<file path="src/rtl/dice_sampler.sv">
// rtl/dice_sampler.sv - electronic die: debiased ring-oscillator bits to faces 1..SIDES
//
// Purpose:
//   Samples a raw entropy bit every SAMPLE_DIV clocks, removes bias with a
//   von Neumann pair debiaser, collects three debiased bits into v (MSB first)
//   and rejects v >= SIDES, so every accepted roll is uniform over 1..SIDES.
//   The result is held on roll_value/out_valid until the consumer takes it.
//
// Optional feature (macro DICE_HEALTH_EN):
//   Repetition-count health test on the strobed raw samples. REP_LIMIT equal
//   samples in a row set a sticky fault that aborts collection and blocks new
//   rolls until reset. Without the macro there is no health logic and fault=0.
//
// Ports:
//   clk        in   system clock, rising edge
//   reset      in   asynchronous, active-high reset
//   rnd_bit    in   synchronised raw bit from the entropy source
//   roll_req   in   single-cycle request for one roll (honoured in IDLE only)
//   out_ready  in   consumer accepts roll_value (honoured in HOLD only)
//   roll_value out  face 1..SIDES, keeps its last value after hand-off
//   out_valid  out  roll_value is valid (HOLD)
//   busy       out  a roll is in progress (COLLECT, CHECK or HOLD)
//   fault      out  sticky entropy-health failure

module dice_sampler #(
  parameter int SAMPLE_DIV = 4,
  parameter int SIDES      = 6,
  parameter int REP_LIMIT  = 32
) (
  input  logic       clk,
  input  logic       reset,
  input  logic       rnd_bit,
  input  logic       roll_req,
  input  logic       out_ready,
  output logic [2:0] roll_value,
  output logic       out_valid,
  output logic       busy,
  output logic       fault
);

  typedef enum logic [1:0] {
    IDLE    = 2'd0,
    COLLECT = 2'd1,
    CHECK   = 2'd2,
    HOLD    = 2'd3
  } state_t;

  localparam logic [7:0] DIV_LAST = 8'(SAMPLE_DIV - 1);
  localparam logic [3:0] SIDES_W  = 4'(SIDES);

  state_t     state;
  state_t     state_nxt;

  logic [7:0] div_cnt;
  logic       strobe;

  logic       pair_phase;
  logic       pair_first;
  logic       deb_valid;
  logic       enter_collect;

  logic [2:0] acc;
  logic [1:0] bit_cnt;
  logic       accept;
  logic       load_roll;

  // Free-running sample divider; with SAMPLE_DIV=1 the count stays at 0 and
  // the strobe is permanently high.
  assign strobe = (div_cnt == DIV_LAST);

  always_ff @(posedge clk or posedge reset) begin
    if (reset) begin
      div_cnt <= '0;
    end else if (strobe) begin
      div_cnt <= '0;
    end else begin
      div_cnt <= div_cnt + 8'd1;
    end
  end

  // Pair phase and accumulator restart on every entry to COLLECT, both from
  // IDLE and after a rejected value, so a stale half-pair never leaks in.
  assign enter_collect = (state_nxt == COLLECT) && (state != COLLECT);

  // Second sample of a pair that differs from the first yields the first
  // sample as the debiased bit (10 -> 1, 01 -> 0).
  assign deb_valid = (state == COLLECT) && strobe && pair_phase && (pair_first != rnd_bit);

  always_ff @(posedge clk or posedge reset) begin
    if (reset) begin
      pair_phase <= 1'b0;
      pair_first <= 1'b0;
    end else if (enter_collect) begin
      pair_phase <= 1'b0;
    end else if ((state == COLLECT) && strobe) begin
      pair_phase <= ~pair_phase;
      if (!pair_phase) begin
        pair_first <= rnd_bit;
      end
    end
  end

  always_ff @(posedge clk or posedge reset) begin
    if (reset) begin
      acc     <= '0;
      bit_cnt <= '0;
    end else if (enter_collect) begin
      acc     <= '0;
      bit_cnt <= '0;
    end else if (deb_valid) begin
      acc     <= {acc[1:0], pair_first};
      bit_cnt <= bit_cnt + 2'd1;
    end
  end

  // Compared in 4 bits so SIDES=8 accepts every 3-bit value.
  assign accept    = ({1'b0, acc} < SIDES_W);
  assign load_roll = (state == CHECK) && !fault && accept;

`ifdef DICE_HEALTH_EN
  logic       last_sample;
  logic [7:0] rep_cnt;
  logic       fault_r;

  // rep_cnt is 0 only straight after reset, so the first sample starts a
  // run of length 1 regardless of last_sample.
  always_ff @(posedge clk or posedge reset) begin
    if (reset) begin
      last_sample <= 1'b0;
      rep_cnt     <= '0;
      fault_r     <= 1'b0;
    end else begin
      if (strobe) begin
        last_sample <= rnd_bit;
        if ((rep_cnt != 8'd0) && (rnd_bit == last_sample)) begin
          if (rep_cnt != 8'hFF) begin
            rep_cnt <= rep_cnt + 8'd1;
          end
        end else begin
          rep_cnt <= 8'd1;
        end
      end
      if (rep_cnt >= 8'(REP_LIMIT)) begin
        fault_r <= 1'b1;
      end
    end
  end

  assign fault = fault_r;
`else
  assign fault = 1'b0;
`endif

  always_ff @(posedge clk or posedge reset) begin
    if (reset) begin
      state <= IDLE;
    end else begin
      state <= state_nxt;
    end
  end

  always_comb begin
    state_nxt = state;
    unique case (state)
      IDLE: begin
        if (roll_req && !fault) begin
          state_nxt = COLLECT;
        end
      end
      COLLECT: begin
        if (fault) begin
          state_nxt = IDLE;
        end else if (deb_valid && (bit_cnt == 2'd2)) begin
          state_nxt = CHECK;
        end
      end
      CHECK: begin
        if (fault) begin
          state_nxt = IDLE;
        end else if (accept) begin
          state_nxt = HOLD;
        end else begin
          state_nxt = COLLECT;
        end
      end
      HOLD: begin
        // A roll already accepted finishes its hand-off even under fault.
        if (out_ready) begin
          state_nxt = IDLE;
        end
      end
      default: state_nxt = IDLE;
    endcase
  end

  always_ff @(posedge clk or posedge reset) begin
    if (reset) begin
      roll_value <= '0;
    end else if (load_roll) begin
      roll_value <= acc + 3'd1;
    end
  end

  assign out_valid = (state == HOLD);
  assign busy      = (state != IDLE);

endmodule

</file>
<file path="config.mk">
export PLATFORM = sky130hd
export DESIGN_NAME = dice_sampler
export DESIGN_NICKNAME = d
export VERILOG_FILES = /design/src/rtl/dice_sampler.sv
export SDC_FILE = /design/constraint.sdc
export NUM_CORES = 1
export LEC_CHECK = 0
export CAP_MARGIN = 10
export CORE_ASPECT_RATIO = 1.25
export CORE_MARGIN = 4
export CORE_UTILIZATION = 55
export CTS_CLUSTER_DIAMETER = 150
export DETAILED_ROUTE_END_ITERATION = 10
export PLACE_DENSITY_LB_ADDON = 0.1
export SLEW_MARGIN = 30
export SYNTH_ARGS = -nofsm -noshare
export SYNTH_HDL_FRONTEND = slang
export SYNTH_SLANG_ARGS = --single-unit
export TNS_END_PERCENT = 1
</file>
<file path="constraint.sdc">
create_clock -name clk -period 3.3 [get_ports clk]
set_input_delay 0.33 -clock clk [delete_from_list [all_inputs] [get_ports clk]]
set_output_delay 0.33 -clock clk [all_outputs]
set_load 0.005 [all_outputs]
</file>
==> metrics.yaml <==
yosys:
  yosysSeqAreaShare: 0.499
  syn-num-nets: 97
  syn_avg_cell_area_um2: 11.3
  synth-simple-area-share: 0.197
  synth_cell_type_count: 36
  syn_inst: 89
  synthAdderAreaFrac: 0.0375
  ys_seq_elements: 20
  synth_compound_area_frac: 0.107
  yosysTopAreaCellShare: 0.499
  muxShareOfSynthArea: 0.0624
  synth_top_area_cell: "dfrtp_1"
  synth_top_family_by_area: "simple AND/OR/NAND/NOR gates"
  synth_area_leaders: "dfrtp_1 (50%), xnor2_1 (6.1%), mux2i_1 (4.0%)"
  synth_warnings: 0
  synth_area_um2: 1000
  synth-xor-area-share: 0.0699
pwr:
  p_total_uw: 632
  ir_drop_mv: 0.391
  power.leakage_uw: 0.000485
  p_per_area_nw_per_um2: 554
sta:
  setup_viol: 0
  min_period_over_period: 0.582
  fmax_mhz: 521
  grt_setup_unrepaired: "no"
  tns_ns: 0
  finClkSkew_ns: 0.00437
  drv_slew: 0
  whs_ns: 0.453
  hold_viol: 0
  relSlewSlack: 0.503
  max_slew.worst_pin.slew_ns: 0.745
  layout_min_cycle_time_ns: 1.92
floorplan:
  rows: 17
  start_util: 0.575
  die_h_um: 55.7
  die_x_um: 46.2
  core_area_um2: 1740
  ioPinCount: 11
  die-area_um2: 2570
cells_and_area:
  layout-drive-gt1-share: 0.140
  antenna_cells: 0
  final_nets: 109
  area_delta_synth_final_pct: 13.9
  fin_util: 0.654
cts:
  clk_pin_slew_ns: 0.11
  cts_buffer_depth: 2
  cts_tree: "built"
  cts_root_buf: "clkbuf_4"
  cts_hold_buf: 0
  cts_setup_buffers: 0
  numCtsBuffers: 3
  worstSkewPairLatency_ns: 0.29
  cts-resized-gates: 0
  htreeDepth: 1
  cts.sinks: 20
worst_setup_path:
  worstPathMaxFanout: 11
  cp.required_ns: 2.97
  critical_path_class: "reg2out"
  rr_worst_depth: 5
  cp_data_arrival_time_ns: 1.59
  startpoint_type: "flip-flop"
  endpoint_kind: "output pin"
status:
  status: "finished, final reports clean"
flow_run:
  drv_cap: 0
global_route:
  antenna_found_initial: 0
  grt_pass1_vias: 710
  grt_pass1_wl_um: 3100
  gr-total-overflow: 0
  grt_max_degree: 21
  grtUsageTotal: 0.159
placement:
  port_buffers: 9
  place.gp.congestion: 0.718
  dp_hpwl_um: 1240
route:
  drtPass1Iterations: 3
  viasPerCell: 5.78
  wl_um: 1670
  drt_iter0_drc: 4
  postRouteAntennaNets: 0
  vias: 688
  wl_per_cell_um: 14.0
  route.detailed.drc: 0
worst_hold_path:
  hp-class: "in2async"
==> per-layer routing <==
layer	track usage	part of all wire	up-vias
met2	0.262	0.56	6
met3	0.0194	0.017	4
met4	0.0610	0.016	0
li1	-	-	332
met5	0	0	-
met1	0.205	0.41	346
==> worst paths after layout <==
check / from / to / slack (ns)
setup / recovery: state[0] / busy / 1.38
hold / removal: reset / roll_value[1] / 0.45
setup reg to reg: div_cnt[0] / pair_first / 1.64
hold reg to reg: div_cnt[0] / div_cnt[0] / 0.47
max in group asynchronous: reset / div_cnt[5] / 2.38
min in group clk: div_cnt[0] / div_cnt[0] / 0.47
==> cell type report <==
| cell class | count | area, µm² |
|---|---|---|
| Multi-Input combinational cell | 64 | 479 |
| Sequential cell | 20 | 500 |
| Tap cell | 19 | 23.8 |
| Clock buffer | 4 | 36.3 |
| Fill cell | 139 | 603 |
| Timing Repair Buffer | 9 | 90.1 |
| Inverter | 3 | 11.3 |
==> cells in the mapped netlist <==
cell	count
mux2_1	1
nor2_1	4
and3b_1	1
a21oi_1	5
and2_1	2
nand2b_1	1
inv_1	3
o21ai_0	5
conb_1	1
xnor2_1	7
nor4b_4	1
nor2b_1	1
ha_1	3
a21o_1	1
o2bb2ai_1	1
and3_2	1
xor2_1	1
and3_1	1
a22o_2	1
nor2_4	1
mux2_2	1
buf_4	1
and2_2	1
nand3b_1	1
nand4b_2	1
mux2i_1	4
or2_2	1
nand2_1	5
nand3_2	1
dfrtp_1	20
clkbuf_1	1
o211ai_1	1
nand3_1	5
a21boi_0	2
nor3_2	1
a32oi_1	1
==> worst max-delay path: stages (launching register included) <==
cell and delay [ns]:
dfrtp_1 0.51, or2_2 0.35, clkdlybuf4s50_1 0.45
==> power breakdown <==
part | switching, µW | internal, µW | total [µW]
clock | 71.0 | 67.2 | 138
sequential | 51.0 | 292 | 343
combinational | 64.1 | 86.7 | 151
==> through the flow <==
| step | instance area (µm²) | cells | setup WS, ns |
|---|---|---|---|
| after global placement | 1100 | 115 | 1.71 |
| after detailed placement | 1100 | 115 | 1.67 |
| final | 1140 | 119 | 1.38 |
| after CTS | 1140 | 119 | 1.36 |
| after floorplan | 1000 | 89 | 1.79 |
| after global routing | 1140 | 119 | 1.30 |
==> kinds of logic after synthesis <==
family / Yosys count
XOR/XNOR: 8
flip-flops: 20
other: 1
multiplexers: 6
adder cells (fa/ha/maj): 3
buffers and inverters: 5
AO/OA/AOI/OAI: 17
AND/OR/NAND/NOR: 29
==> state kept, by name, summed over array words and instances (netlist names) <==
register	flops
bit_cnt	2
roll_value	3
acc	3
div_cnt	8
pair_first	1
pair_phase	1
state	2
==> layout by cell type (no fill, tap or decap), types with 2 or more instances in the layout <==
cell type / n
dfrtp_1: 20
and2_1: 2
inv_1: 3
clkdlybuf4s50_1: 9
mux2i_1: 4
a21oi_1: 5
nor2_1: 4
xnor2_1: 7
clkbuf_4: 3
nand3_1: 5
a21boi_0: 2
ha_1: 3
nand2_1: 5
o21ai_0: 5
Power figures use the tool's default switching activity.
